### config.mk
export PLATFORM = sky130hd
export DESIGN_NAME = keypad_scan_ctrl
export DESIGN_NICKNAME = d
export VERILOG_FILES = /design/src/rtl/keypad_scan_ctrl.sv
export SDC_FILE = /design/constraint.sdc
export NUM_CORES = 1
export LEC_CHECK = 0
export CAP_MARGIN = 20
export CORE_MARGIN = 3
export CORE_UTILIZATION = 30
export DETAILED_ROUTE_END_ITERATION = 12
export SETUP_SLACK_MARGIN = 0.3
export SLEW_MARGIN = 20
export SYNTH_ARGS = -nofsm -noshare
export SYNTH_HDL_FRONTEND = slang
export SYNTH_SLANG_ARGS = --single-unit
### constraint.sdc
create_clock -name clk -period 11.3 [get_ports clk]
set_input_delay 2.825 -clock clk [delete_from_list [all_inputs] [get_ports clk]]
set_output_delay 2.825 -clock clk [all_outputs]
set_load 0.05 [all_outputs]
### src/rtl/keypad_scan_ctrl.sv
// 4x4 matrix keypad scanner: one-hot row drive, frame-based debounce,
// single key code per press delivered through a valid/ack handshake.
module keypad_scan_ctrl #(
  parameter int SCAN_DIV     = 4,
  parameter int DEBOUNCE_CNT = 3
) (
  input  logic       clk,
  input  logic       rst_n,
  input  logic [3:0] col_in,
  output logic [3:0] row_out,
  output logic [3:0] key_code,
  output logic       key_valid,
  input  logic       key_ack,
  output logic       key_held,
  output logic       overrun
);

  typedef enum logic [1:0] {IDLE, DB_PRESS, PRESSED, DB_RELEASE} state_t;

  state_t      state_q, state_d;
  logic [3:0]  colMeta_q, colSync_q;
  logic [15:0] divCnt_q;
  logic [1:0]  rowIdx_q;
  logic [15:0] hits_q, hitsNow;
  logic [3:0]  cand_q, cand_d;
  logic [7:0]  deb_q, deb_d;
  logic [3:0]  keyCode_q, keyCode_d;
  logic        keyValid_q, keyValid_d;
  logic        overrun_q, overrun_d;
  logic        rowEnd, frameEnd;
  logic [3:0]  colRev;
  logic [4:0]  hitCount;
  logic [3:0]  frameKey;
  logic        frameOne, frameNone;
  logic        debDone, accept;

  assign rowEnd   = (divCnt_q == 16'(SCAN_DIV - 1));
  assign frameEnd = rowEnd && (rowIdx_q == 2'd3);
  // col_in[3] is column 0, so reverse to make hit index = row*4 + col
  assign colRev   = {colSync_q[0], colSync_q[1], colSync_q[2], colSync_q[3]};

  always_comb begin
    hitsNow = hits_q;
    if (rowEnd) hitsNow[{rowIdx_q, 2'b00} +: 4] = colRev;
  end

  always_comb begin
    hitCount = 5'd0;
    frameKey = 4'd0;
    for (int i = 0; i < 16; i++) begin
      if (hitsNow[i]) begin
        hitCount = hitCount + 5'd1;
        frameKey = 4'(i);
      end
    end
  end

  assign frameOne  = frameEnd && (hitCount == 5'd1);
  assign frameNone = frameEnd && (hitCount == 5'd0);
  assign debDone   = (deb_q >= 8'(DEBOUNCE_CNT - 1));

  always_ff @(posedge clk or negedge rst_n) begin
    if (!rst_n) begin
      colMeta_q <= 4'd0;
      colSync_q <= 4'd0;
      divCnt_q  <= 16'd0;
      rowIdx_q  <= 2'd0;
      hits_q    <= 16'd0;
    end else begin
      colMeta_q <= col_in;
      colSync_q <= colMeta_q;
      if (rowEnd) begin
        divCnt_q <= 16'd0;
        rowIdx_q <= rowIdx_q + 2'd1;
      end else begin
        divCnt_q <= divCnt_q + 16'd1;
      end
      if (frameEnd)    hits_q <= 16'd0;
      else if (rowEnd) hits_q <= hitsNow;
    end
  end

  always_ff @(posedge clk or negedge rst_n) begin
    if (!rst_n) begin
      state_q    <= IDLE;
      cand_q     <= 4'd0;
      deb_q      <= 8'd0;
      keyCode_q  <= 4'd0;
      keyValid_q <= 1'b0;
      overrun_q  <= 1'b0;
    end else begin
      state_q    <= state_d;
      cand_q     <= cand_d;
      deb_q      <= deb_d;
      keyCode_q  <= keyCode_d;
      keyValid_q <= keyValid_d;
      overrun_q  <= overrun_d;
    end
  end

  // Debounce FSM only advances on the end-of-frame cycle
  always_comb begin
    state_d = state_q;
    cand_d  = cand_q;
    deb_d   = deb_q;
    accept  = 1'b0;
    if (frameEnd) begin
      unique case (state_q)
        IDLE: begin
          if (frameOne) begin
            cand_d = frameKey;
            deb_d  = 8'd1;
            if (DEBOUNCE_CNT == 1) begin
              state_d = PRESSED;
              accept  = 1'b1;
            end else begin
              state_d = DB_PRESS;
            end
          end
        end
        DB_PRESS: begin
          if (frameOne && frameKey == cand_q) begin
            deb_d = deb_q + 8'd1;
            if (debDone) begin
              state_d = PRESSED;
              accept  = 1'b1;
            end
          end else if (frameOne) begin
            cand_d = frameKey;
            deb_d  = 8'd1;
          end else begin
            state_d = IDLE;
          end
        end
        PRESSED: begin
          if (!(frameOne && frameKey == cand_q)) begin
            deb_d   = 8'd1;
            state_d = (DEBOUNCE_CNT == 1) ? IDLE : DB_RELEASE;
          end
        end
        DB_RELEASE: begin
          if (frameNone) begin
            deb_d = deb_q + 8'd1;
            if (debDone) state_d = IDLE;
          end else if (frameOne && frameKey == cand_q) begin
            state_d = PRESSED;
          end else begin
            deb_d = 8'd1;
          end
        end
        default: state_d = IDLE;
      endcase
    end
  end

  // A coincident ack frees the slot, so the new key loads without overrun
  always_comb begin
    keyCode_d  = keyCode_q;
    keyValid_d = keyValid_q;
    overrun_d  = overrun_q;
    if (key_ack && keyValid_q) begin
      keyValid_d = 1'b0;
      overrun_d  = 1'b0;
    end
    if (accept) begin
      if (!keyValid_q || key_ack) begin
        keyCode_d  = frameKey;
        keyValid_d = 1'b1;
      end else begin
        overrun_d = 1'b1;
      end
    end
  end

  always_comb begin
    row_out   = 4'b1000 >> rowIdx_q;
    key_held  = (state_q == PRESSED) || (state_q == DB_RELEASE);
    key_code  = keyCode_q;
    key_valid = keyValid_q;
    overrun   = overrun_q;
  end

endmodule

Word level (Yosys, flattened, before mapping)
Cells that the tools add are included.

Flip-flop bits (word level): 62. Input port bits: 7. Output and inout port bits: 11. Logic and storage cells: 126.

$add $sub $neg: 19. Magnitude comparators: 1. Equality and inequality tests: 14. Shift-type cells: 3. Mux-type cells: 63. Reductions and logical operators: 15.

Operator list (count): $add 5x1->5 const B (15); $mux 5 (15); $mux 16 (4); $mux 4 (16); $mux 8 (4); $pmux 8 s4 (1); $add 16x1->16 const B (1); $bwmux 16 (1); $eq 16x2->1 const B (1); $mux 2 (8); $shift 4x6->16 const A (1); $shiftx 4x6->16 (1); $mux 1 (12); $ne 3x3->1 const B (4); $add 8x1->8 const B (1); $ge 8x2->1 const B (1); $pmux 2 s4 (1); $pmux 4 s2 (1); $reduce_and 7->1 (1); $eq 2x2->1 const B (3); $ne 2x2->1 const B (3); $neg 4->6 (1); $eq 5x1->1 const B (1); $logic_and 1x1->1 (5); other kinds (11) (13).

Longest topological paths before layout
Gate-level depths: netlist (run 1).

Depth after elaboration: 42. Gate-level depth with buffers: 61. Mapped depth without buffers: 58.

Worst setup path before layout (run 1)
OpenSTA, ideal clock, no wires.

Kind: register to register. Start point: reg rowIdx_q[0]. End point: reg keyCode_q[0] (netlist: key_code[0]). Setup time: 128 ps. Data arrival time: 11829 ps. Required time: 11172 ps. Slack: -656 ps. Stages on the path, launching flop included: 61. Path buffers: 3. Period minus slack after synthesis: 11956 ps. Cells stage by stage: dfrtp_1 clkbuf_1 inv_1 ha_1 or4b_2 or4_1 buf_2 nor2_1 a21oi_1 inv_1 ha_1 clkbuf_1 xnor2_1 ha_1 o22a_1 o2111a_1 or2_1 ha_1 [... 25 more ...] ha_1 nand2b_1 o21a_1 ha_1 nand2_1 nand2_1 ha_1 nand2_1 nor2_1 mux2i_1 a211oi_1 xnor2_1 mux2i_1 and3_4 nor4_4 a22oi_2 nor3_4 mux2_1.

Word-level cells in the longest chain between the ends: 42. Elaborated cells on any way between the ends: 61. Those cells by class: add/sub (16); eq/ne (3); shift (2); mux (36); reduce/logical (4).

Ends and longest elaborated chain: from (decl) (line 23) `logic [1:0] rowIdx_q;`; from (signal assigned) (line 74) `rowIdx_q <= rowIdx_q + 2'd1;`; $neg 4->6 (line 44) `if (rowEnd) hitsNow[{rowIdx_q, 2'b00} +: 4] = colRev;`; $shiftx 4x6->16 or $shift 4x6->16 (tied branches) (line 44); $bwmux 16 (line 44); $mux 16 (line 44); $mux 1 (line 51) `if (hitsNow[i]) begin`; $add 5x1->5 (line 52) `hitCount = hitCount + 5'd1;`; $mux 5 (line 51); $add 5x1->5 (line 52); [... 26 more ...]; $mux 5 (line 51); $eq 5x1->1 (line 58) `assign frameOne = frameEnd && (hitCount == 5'd1);`; $logic_and 1x1->1 (line 58); $logic_and 1x1->1 (line 122) `if (frameOne && frameKey == cand_q) begin`; $mux 1 (line 122); $mux 1 (line 108) `unique case (state_q)`; $mux 1 (line 107) `if (frameEnd) begin`; $reduce_and 2->1 (no line); to (signal assigned) (line 95) `keyCode_q <= keyCode_d;`; to (decl) (line 27) `logic [3:0] keyCode_q, keyCode_d;`.

Parallel ways exist; a longest one is shown, timed or not. A chain may end at the register's enable or synchronous reset.

Worst setup path after layout (run 1)
Start point: reg rowIdx_q[0]. End point: reg cand_q[0].

Word-level cells in the longest chain between the ends: 40. Elaborated cells on any way between the ends: 62. Those cells by class: add/sub (16); eq/ne (4); shift (2); mux (36); reduce/logical (4).

Ends and longest elaborated chain: $neg 4->6 (line 44); $shiftx 4x6->16 or $shift 4x6->16 (tied branches) (line 44); $bwmux 16 (line 44); $mux 16 (line 44); $mux 1 (line 51); $add 5x1->5 (line 52); $mux 5 (line 51); $add 5x1->5 (line 52); [... 24 more ...]; $mux 5 (line 51); $add 5x1->5 (line 52); $mux 5 (line 51); $eq 5x1->1 (line 58); $logic_and 1x1->1 (line 58); $mux 4 or $logic_and 1x1->1 (tied branches) (line 110, 128, 122); $mux 4 or $ne 2x2->1 (tied branches); $pmux 4 s2 or $reduce_and 3->1 (tied branches); to (signal assigned) (line 93) `cand_q <= cand_d;`; to (decl) (line 25) `logic [3:0] cand_q, cand_d;`.

Parallel ways exist; a longest one is shown, timed or not. The select of a mux whose other input is x is not followed.

==> flow_summary.json, run 1 <==
{
  "status": "finished, final reports clean",
  "slew-limit-headroom": 0.453,
  "via_per_inst": 5.17,
  "power_density_nw_per_um2": 73.3,
  "place_hpwl_um": 10000,
  "synth-edff-count": 0,
  "coreArea_um2": 18100,
  "finalWirelength_um": 14200,
  "die_h_um": 142,
  "synthArstFlopShare": 1.00,
  "layout-drive-gt1-share": 0.257,
  "synth_common_cells": "nand2_1 (79), dfrtp_1 (62), xnor2_1 (48)",
  "area_growth_pct": 28.2,
  "yosys_warnings": 0,
  "antenna_left": 0,
  "die-area_um2": 20200,
  "rows": 49,
  "htree_num_levels": 3,
  "min_period_ns": 10.75,
  "ys_top_cells_by_area": "dfrtp_1 (28%), xnor2_1 (7.6%), ha_1 (5.6%), nand2_1 (5.3%), mux2i_1 (4.9%)",
  "cp.arrival_ns": 10.97,
  "syn_area_um2": 5560,
  "avgSynthCellArea_um2": 8.64,
  "io_pins": 18,
  "wire_per_inst_um": 14.9,
  "fin_skew_ns": 0.00802,
  "die_x_um": 142,
  "io_buffers": 17,
  "synthMuxAreaShare": 0.0837,
  "holdWs_ns": 0.346,
  "grt_max_degree": 63,
  "fillCellCount": 1797,
  "ys.flop_type": "dfrtp_1",
  "synth-adder-area-share": 0.0563,
  "drv_cap": 0,
  "cts_tree": "done",
  "synth_top_family_by_area": "simple AND/OR/NAND/NOR gates",
  "netlist_instances": 643,
  "setup_viol": 0,
  "dr.pass1.iters": 5,
  "synth_top_area_share": 0.279,
  "synthMostInstantiatedCell": "nand2_1",
  "grt_overflow": 0,
  "hp-class": "reg -> reg",
  "finalNonFillerCells": 949,
  "crit_type": "reg -> reg",
  "dp.cells": 900,
  "vias": 4903,
  "synthSimpleGateAreaFrac": 0.257,
  "tightest_slew_ns": 0.812,
  "clock_sink_count": 62,
  "clk_latency_ns": 0.33,
  "drv_slew": 0,
  "yosysSeqAreaShare": 0.279,
  "antennaDiodeCount": 0,
  "grtUsageMet2": 0.233,
  "critPathMaxFanout": 5,
  "top_usage_layer": "met2",
  "clk_pin_slew_ns": 0.06,
  "p_leak_nw": 3.01,
  "track_usage": 0.142,
  "clk_path_buf_depth": 2,
  "cp.required_ns": 11.52,
  "crit_slowest_cell": "or4_4",
  "r2r_slack_ns": 0.55,
  "cp-end-kind": "flip-flop",
  "hold_viol": 0,
  "cts-root-buf": "clkbuf_16",
  "netlist.top_cell.by_area": "dfrtp_1",
  "yosysUniqueCellTypes": 84,
  "critical_path.max_stage_delay_ns": 0.61,
  "numCtsBuffers": 9,
  "ys_ff_latch": 62,
  "rsz0062_at_grt": "true",
  "use_met3": 0.0181,
  "drt_iter0_drc": 238,
  "drc": 0,
  "final_area_um2": 7120,
  "peakVddDrop_mv": 0.0730,
  "critPathLaunchType": "flip-flop",
  "fmax_mhz": 93.0,
  "cp_common_cell": "ha_4",
  "fin_nets": 747,
  "grtUsageMet1": 0.200,
  "grt_pass1_wl_um": 23800,
  "synth_fp_nets": 675,
  "synth_compound_area_frac": 0.157,
  "initial_core_util": 0.307,
  "placed_area_um2": 6280,
  "gp_routability_congestion": 0.867,
  "synthXorXnorAreaFrac": 0.131,
  "antenna_found_initial": 0,
  "grt_pass1_vias": 4768,
  "fin_crit_sh": 0.951
}
through the flow:
step	setup WS [ns]	power, mW	TNS [ns]	util
final	0.551	0.523	0	0.394
after global routing	-0.0282	0.543	-0.182	0.394
after CTS	0.318	0.530	0	0.370
after detailed placement	-0.189	0.264	-1.16	0.347
after global placement	-0.0315	0.264	-0.0315	0.347
after floorplan	-0.0269	0.253	-0.0755	-
worst max-delay path, delay by kind of cell, from the launching register on:
kind	cells	cell delay [ns]
adder cells (fa/ha/maj)	14	3.24
AND/OR/NAND/NOR	22	3.11
AO/OA/AOI/OAI	13	2.09
multiplexers	4	0.97
buffers and inverters	4	0.49
flip-flops	1	0.41
XOR/XNOR	2	0.30
power breakdown:
part / internal [mW] / total, mW / leakage, nW / switching (mW)
clock network: 0.155 / 0.262 / 0.132 / 0.107
logic: 0.0117 / 0.0261 / 2.06 / 0.0143
registers: 0.228 / 0.234 / 0.825 / 0.00593
total: 0.396 / 0.523 / 3.01 / 0.127
sequential cells by signal (all words and copies together) (netlist names):
| signal | count |
|---|---|
| state_q | 2 |
| colSync_q | 4 |
| hits_q | 16 |
| deb_q | 8 |
| cand_q | 4 |
| key_valid | 1 |
| rowIdx_q | 2 |
| overrun | 1 |
| key_code | 4 |
| colMeta_q | 4 |
| divCnt_q | 16 |
layout make-up:
type                       count  area [um^2]  share of cell area
clock buffer                  10          239              0.0335
clock inverter                 6         45.0             0.00632
sequential                    62         1550               0.218
multi-input combinational    531         4220               0.593
inverter                      29          114              0.0160
timing repair buffer          82          664              0.0933
tap                          229          287              0.0402
path summary, 6_finish.rpt:
kind | cells past startpoint | to | start
setup / recovery | 59 | cand_q[0] | rowIdx_q[0]
hold / removal | 0 | colSync_q[3] | colMeta_q[3]
setup reg to reg | 59 | cand_q[0] | rowIdx_q[0]
hold reg to reg | 0 | colSync_q[3] | colMeta_q[3]
max in group asynchronous | 2 | colSync_q[0] | rst_n
min in group asynchronous | 2 | deb_q[4] | rst_n
layout by cell type, fill, tap and decap left out, types with 4 or more instances in the layout:
cell,n
a21oi_2,4
nand2_2,4
and2_1,21
o21ai_0,31
o22ai_1,6
a21oi_1,17
mux2_4,4
inv_1,24
nand4_1,7
nand2b_1,6
clkbuf_16,9
a31oi_1,4
mux2i_1,27
nor3b_1,4
nand3_1,24
dfrtp_1,62
clkdlybuf4s50_1,16
o21a_1,4
inv_2,4
nand2_4,7
nand2_1,68
o31ai_1,4
nor2_1,38
o211ai_1,7
xnor2_2,7
xnor2_1,46
mux2_2,11
ha_1,13
nor4_1,5
a21o_1,5
buf_4,62
nor2b_1,7
and3_1,10
nor3_1,16
o21ai_2,8
or4_1,6
xor2_1,13
ha_4,11
routing by layer:
layer | vias to the layer above | share of wire
met2 | 58 | 0.48
met1 | 2368 | 0.49
met4 | 0 | 0.0093
li1 | 2467 | -
met5 | - | 0
met3 | 10 | 0.022
cell families after synthesis:
| logic type | after synthesis |
|---|---|
| DFF | 62 |
| and+or+nand+nor | 262 |
| muxes | 43 |
| buffers and inverters | 50 |
| xor gates and xnor gates | 71 |
| AOI/OAI and AO/OA | 130 |
| adders and majority gates | 25 |
timing repair:
| item | CTS | global route |
|---|---|---|
| pin swaps | 12 | 31 |
| resized for setup | 10 | 51 |
| endpoints found under the setup margin | 20 | 20 |
| hold buffers | 0 | 0 |
| buffers inserted | 9 | 24 |
(Power assumes the default switching activity.)
==> inputs of run 2 (changes only) <==
Settings changed: SLEW_MARGIN 20 to 10.
==> results of run 2 <==
No change in the layout: final DEF, timing and power equal those of run 1.
==> inputs of run 3 (changes only) <==
--- a/config.mk
+++ b/config.mk
@@ -10,2 +10,3 @@
 export CORE_UTILIZATION = 30
+export CTS_BUF_LIST = sky130_fd_sc_hd__clkbuf_4
 export DETAILED_ROUTE_END_ITERATION = 12
--- a/constraint.sdc
+++ b/constraint.sdc
@@ -3,2 +3,2 @@
 set_output_delay 2.825 -clock clk [all_outputs]
-set_load 0.05 [all_outputs]
+set_load 0.1 [all_outputs]
==> flow_summary.json, run 3 (synthesis gave the netlist of run 1 again) <==
{
  "status": "finished, final reports clean",
  "final_common_cell": "nand2_1",
  "antenna_found_initial": 1,
  "setup_viol": 0,
  "place_hpwl_um": 10000,
  "cp-end-kind": "flip-flop",
  "r2r-start": "rowIdx_q[0]",
  "p_leak_nw": 2.95,
  "grt_max_degree": 63,
  "grt_pass1_wl_um": 23700,
  "sequentialPowerShare": 0.588,
  "critPathMaxFanout": 5,
  "gp_routability_congestion": 0.867,
  "dr.pass1.iters": 4,
  "layout-drive-gt1-share": 0.259,
  "grt_pass1_vias": 4750,
  "cts_hold_buf": 0,
  "drt_iter0_drc": 237,
  "rsz0062_at_grt": "true",
  "tightest_slew_ns": 0.975,
  "switchingPower_mw": 0.112,
  "fmax_mhz": 93.0,
  "cp.arrival_ns": 11.07,
  "io_pins": 18,
  "worstReg2RegEnd": "cand_q[0]",
  "cp_common_cell": "ha_4",
  "area_growth_pct": 25.4,
  "crit_type": "reg -> reg",
  "fin_crit_sh": 0.951,
  "hold_viol": 0,
  "finalPower_mw": 0.397,
  "rows": 49,
  "cp.required_ns": 11.63,
  "fillCellCount": 1815,
  "critical_path.max_stage_delay_ns": 0.61,
  "numCtsBuffers": 9,
  "clk_pin_slew_ns": 0.13,
  "cts-root-buf": "clkbuf_4",
  "switching_share": 0.283,
  "die_x_um": 142,
  "track_usage": 0.142,
  "drv_cap": 0,
  "cts_tree": "done",
  "min_period_ns": 10.75,
  "r2r_slack_ns": 0.55,
  "slew-limit-headroom": 0.348,
  "io_buffers": 17,
  "vias": 4911,
  "fin_nets": 748,
  "clk_latency_ns": 0.42,
  "crit_slowest_cell": "or4_4",
  "power_frac_comb": 0.066,
  "final_cell_mix": "nand2_1 (68), buf_4 (64), dfrtp_1 (62)",
  "htree_num_levels": 3,
  "via_per_inst": 5.16,
  "critPathLaunchType": "flip-flop",
  "holdWs_ns": 0.359,
  "power_density_nw_per_um2": 57.0,
  "worstSetupStartpoint": "rowIdx_q[0]",
  "die_h_um": 142,
  "grt_overflow": 0,
  "antenna_left": 0,
  "finalWirelength_um": 14100,
  "clock_sink_count": 62,
  "power.internal_mw": 0.285,
  "hp-class": "reg -> reg",
  "critPathCapture": "cand_q[0]",
  "fin_skew_ns": 0.0185,
  "wire_per_inst_um": 14.8,
  "clk_path_buf_depth": 2,
  "min_from": "colMeta_q[2]",
  "peakVddDrop_mv": 0.0831,
  "drc": 0,
  "initial_core_util": 0.307,
  "reg_top3": "divCnt_q (16), hits_q (16), deb_q (8)",
  "p_clk_frac": 0.346,
  "die-area_um2": 20200,
  "coreArea_um2": 18100,
  "drv_slew": 0,
  "rr_worst_depth": 59
}
-- run 3: changes by cell type in the layout (fill, tap and decap cells not counted), sizes merged --
cell / change
clkbuf: -1
diode: +1
clkinv: +1
buf: +1
-- run 3: area by class of cell --
class,instances,area [um^2],share of cell area
antenna,1,2.50,0.000359
clock buffer,9,67.6,0.00969
clock inverter,7,48.8,0.00700
inverter,29,114,0.0163
multi-input combinational,531,4230,0.607
sequential,62,1550,0.223
tap,229,287,0.0411
timing repair buffer,83,668,0.0958
-- run 3: timing repair --
item,CTS,global route
setup buffers,11,23
gates resized for setup,12,50
pin swaps,11,34
endpoints found under the setup margin,20,20
-- run 3: per-stage QoR --
stage	std cells	cell area, um^2	util	TNS (ns)	worst slack, ns
global route	951	6970	0.385	-0.361	-0.0498
floorplan	643	5710	-	-0.587	-0.148
global placement	900	6280	0.347	-0.0315	-0.0315
detailed placement	900	6280	0.347	-1.16	-0.189
CTS	927	6540	0.362	0	0.312
finish	951	6970	0.385	0	0.551
-- run 3: power groups by stage --
stage | combinational (mW) | sequential (mW) | clock, mW
floorplan | 0.0162 | 0.236 | 0
global placement | 0.0259 | 0.238 | 0
detailed placement | 0.0264 | 0.238 | 0
CTS | 0.0265 | 0.234 | 0.145
global route | 0.0296 | 0.235 | 0.153
finish | 0.0261 | 0.234 | 0.138
-- run 3: per-layer routing --
metal | part of all wire | track usage | routed length [um]
met5 | 0 | 0 | 0
met4 | 0.0091 | 0.0354 | 129
met3 | 0.031 | 0.0192 | 441
met2 | 0.49 | 0.233 | 6880
met1 | 0.47 | 0.199 | 6660
-- run 3: worst max-delay path, delay by kind of cell (launching register included) --
family | cells | cell delay [ns]
buf+inv | 4 | 0.49
flops | 1 | 0.43
fa+ha+maj | 14 | 3.25
simple gates | 22 | 3.11
xor+xnor | 2 | 0.30
compound gates | 13 | 2.08
mux | 4 | 0.97
-- run 3: worst min path at each step --
stage,slack [ns],cells past startpoint,end
floorplan,0.33,0,colSync_q[0]
global placement,0.33,0,colSync_q[3]
detailed placement,0.33,0,colSync_q[3]
CTS,0.36,0,colSync_q[2]
global route,0.37,0,colSync_q[2]
finish,0.36,0,colSync_q[2]
==> edit: new RTL, flow settings as in run 3 <==
Take the reset off `keyCode_q` and load it in a clocked block of its own.
--- a/src/rtl/keypad_scan_ctrl.sv
+++ b/src/rtl/keypad_scan_ctrl.sv
@@ -85,17 +85,19 @@
       state_q    <= IDLE;
       cand_q     <= 4'd0;
       deb_q      <= 8'd0;
-      keyCode_q  <= 4'd0;
       keyValid_q <= 1'b0;
       overrun_q  <= 1'b0;
     end else begin
       state_q    <= state_d;
       cand_q     <= cand_d;
       deb_q      <= deb_d;
-      keyCode_q  <= keyCode_d;
       keyValid_q <= keyValid_d;
       overrun_q  <= overrun_d;
     end
+  end
+
+  always_ff @(posedge clk) begin
+    keyCode_q <= keyCode_d;
   end
 
   // Debounce FSM only advances on the end-of-frame cycle
Function: no difference found for any inputs over 10 cycles, from zero or initial values and one cycle with rst_n low; that may be too few to reach the edited logic, so the function may still have changed.
==> edit against run 3 <==
  * Global-route usage down 0.76 points
  * Total power up 19%
  * First-iteration DRC count up 19%
  * Sequential cell count unchanged
  * Maximum frequency up 1.7%
  * Synthesized cell count down 11%
  * Setup slack better by 180 ps
  * Routed wire length down 7.0%
  * Clock power up 48%
  * Synthesized area down 6.7%
  * Count of clock-buffer cells in the layout unchanged
  * Final area down 8.4%
  * Critical path type unchanged
  * Highest routed layer unchanged
==> edit: results (changes against run 3) <==
Setup path
  – CP Max Fanout: 4 (-1)
  – R2r setup slk: 730 ps (+180 ps)
  – Critical path data arrival time: 10710 ps (-360 ps)
  – Crit-path max cell delay: 460 ps (-150 ps)
  – CP max stage cell: dfrtp_1

Timing
  – Clock skew: 29.1 ps (+10.6 ps)
  – Tightest Pin Transition: 978 ps (+2.18 ps)

Clock tree
  – Worst skew pair latency: 420 ps (about the same)
  – TritonCTS Buffers: 9 (unchanged)

Yosys
  – Ys async rst share: 93.5% (-6.5 points)
  – Synth cell types: 73 (-13%)
  – Seq/Total Area, Yosys: 30.3% (+2.4 points)
  – Commonest cells in the netlist: nand2_1, dfrtp_1, o21ai_0, xnor2_1, nor2_1
  – Area contributors post-synth: dfrtp_1, ha_1, nand2_1
  – Post-synth EDFFs: 4 (+4)
  – Syn_nets: 605 (-10%)

Power and ir drop
  – Lkg Pwr: 2.67 nW (-9.3%)
  – Peak VDD IR: 0.0000833 V (+0.21%)

Final layout
  – Layout Cells excl Fill: 853 (-10%)
  – Share of layout cells above drive strength 1: 22.9% (-3.0 points)
  – Fillers: 1610 (-11%)
  – Nets@finish: 660 (-12%)
  – ANT cells: 0 (-1)

Global routing
  – Initial antenna violation count: 0 (-1)
  – Pin count of the biggest net entering global routing: 59 (-6.3%)
  – Overall Global Routing Usage: 13.4% (-0.76 points)
  – Global-route wire length before repair: 20.7 mm (-13%)
  – Vias in the first global route: 4254 (-10%)

Routing
  – Vias per Instance: 5.27 (+2.0%)
  – Router iterations before antenna repair: 5 (+1)
  – Initial DRC Count: 283 (+19%)
  – Avg WL per Cell: 15.4 um (+3.7%)

Run status
  – Status: completed

Placement
  – Hpwl dp: 9.17 mm (-8.7%)
  – Post-Place Cells: 808 (-10%)
[edit: worst paths after layout]
path,to,startpoint,cells after the start
max,key_code[2],divCnt_q[4],56
min,colSync_q[3],colMeta_q[3],0
max reg2reg,key_code[2],divCnt_q[4],56
min reg2reg,colSync_q[3],colMeta_q[3],0
max in group asynchronous,rowIdx_q[0],rst_n,2
min in group asynchronous,deb_q[0],rst_n,2
[edit: kinds of logic after synthesis]
logic type | share of synthesized area, %
XOR/XNOR | 14.8
AO/OA/AOI/OAI | 16.3
multiplexers | 5.99
buffers and inverters | 3.14
adder cells (fa/ha/maj) | 6.03
AND/OR/NAND/NOR | 23.5
flip-flops | 30.3
[edit: area by class of cell]
cell class,count,share of cell area [%]
timing repair buffer,59,7.52
clock inverter,7,1.88
sequential,62,24.8
clock buffer,9,1.06
inverter,24,1.45
tap,220,4.31
multi-input combinational,472,59.0
[edit: stage by stage]
step | setup TNS (ps) | instance area [sq um] | setup slack, ps | utilization [%]
final | 0 | 6380 | 732 | 38.1
after floorplan | 0 | 5270 | 308 | -
after CTS | 0 | 6010 | 304 | 35.8
after detailed placement | -834 | 5730 | -179 | 34.2
after global placement | 0 | 5730 | 261 | 34.2
after global routing | 0 | 6380 | 190 | 38.1
[edit: timing repair]
item                       4_1_cts  5_1_grt
pin swaps                       12       29
gates resized for setup         10       47
setup endpoints to repair       20       20
hold endpoints to repair         0        0
buffers inserted                 8       21
[edit: where the power goes]
part | internal (mW) | switching, mW | leakage [nW]
clock | 0.113 | 0.0912 | 0.0965
sequential | 0.231 | 0.00766 | 0.804
combinational | 0.0112 | 0.0187 | 1.77
[edit: layer usage]
metal,part of all wire [%],vias up,GRT usage (%)
met3,3.1,14,2.01
met4,1.0,0,3.55
met1,46,2202,18.1
li1,-,2196,-
met5,0,-,0
met2,50,80,22.5
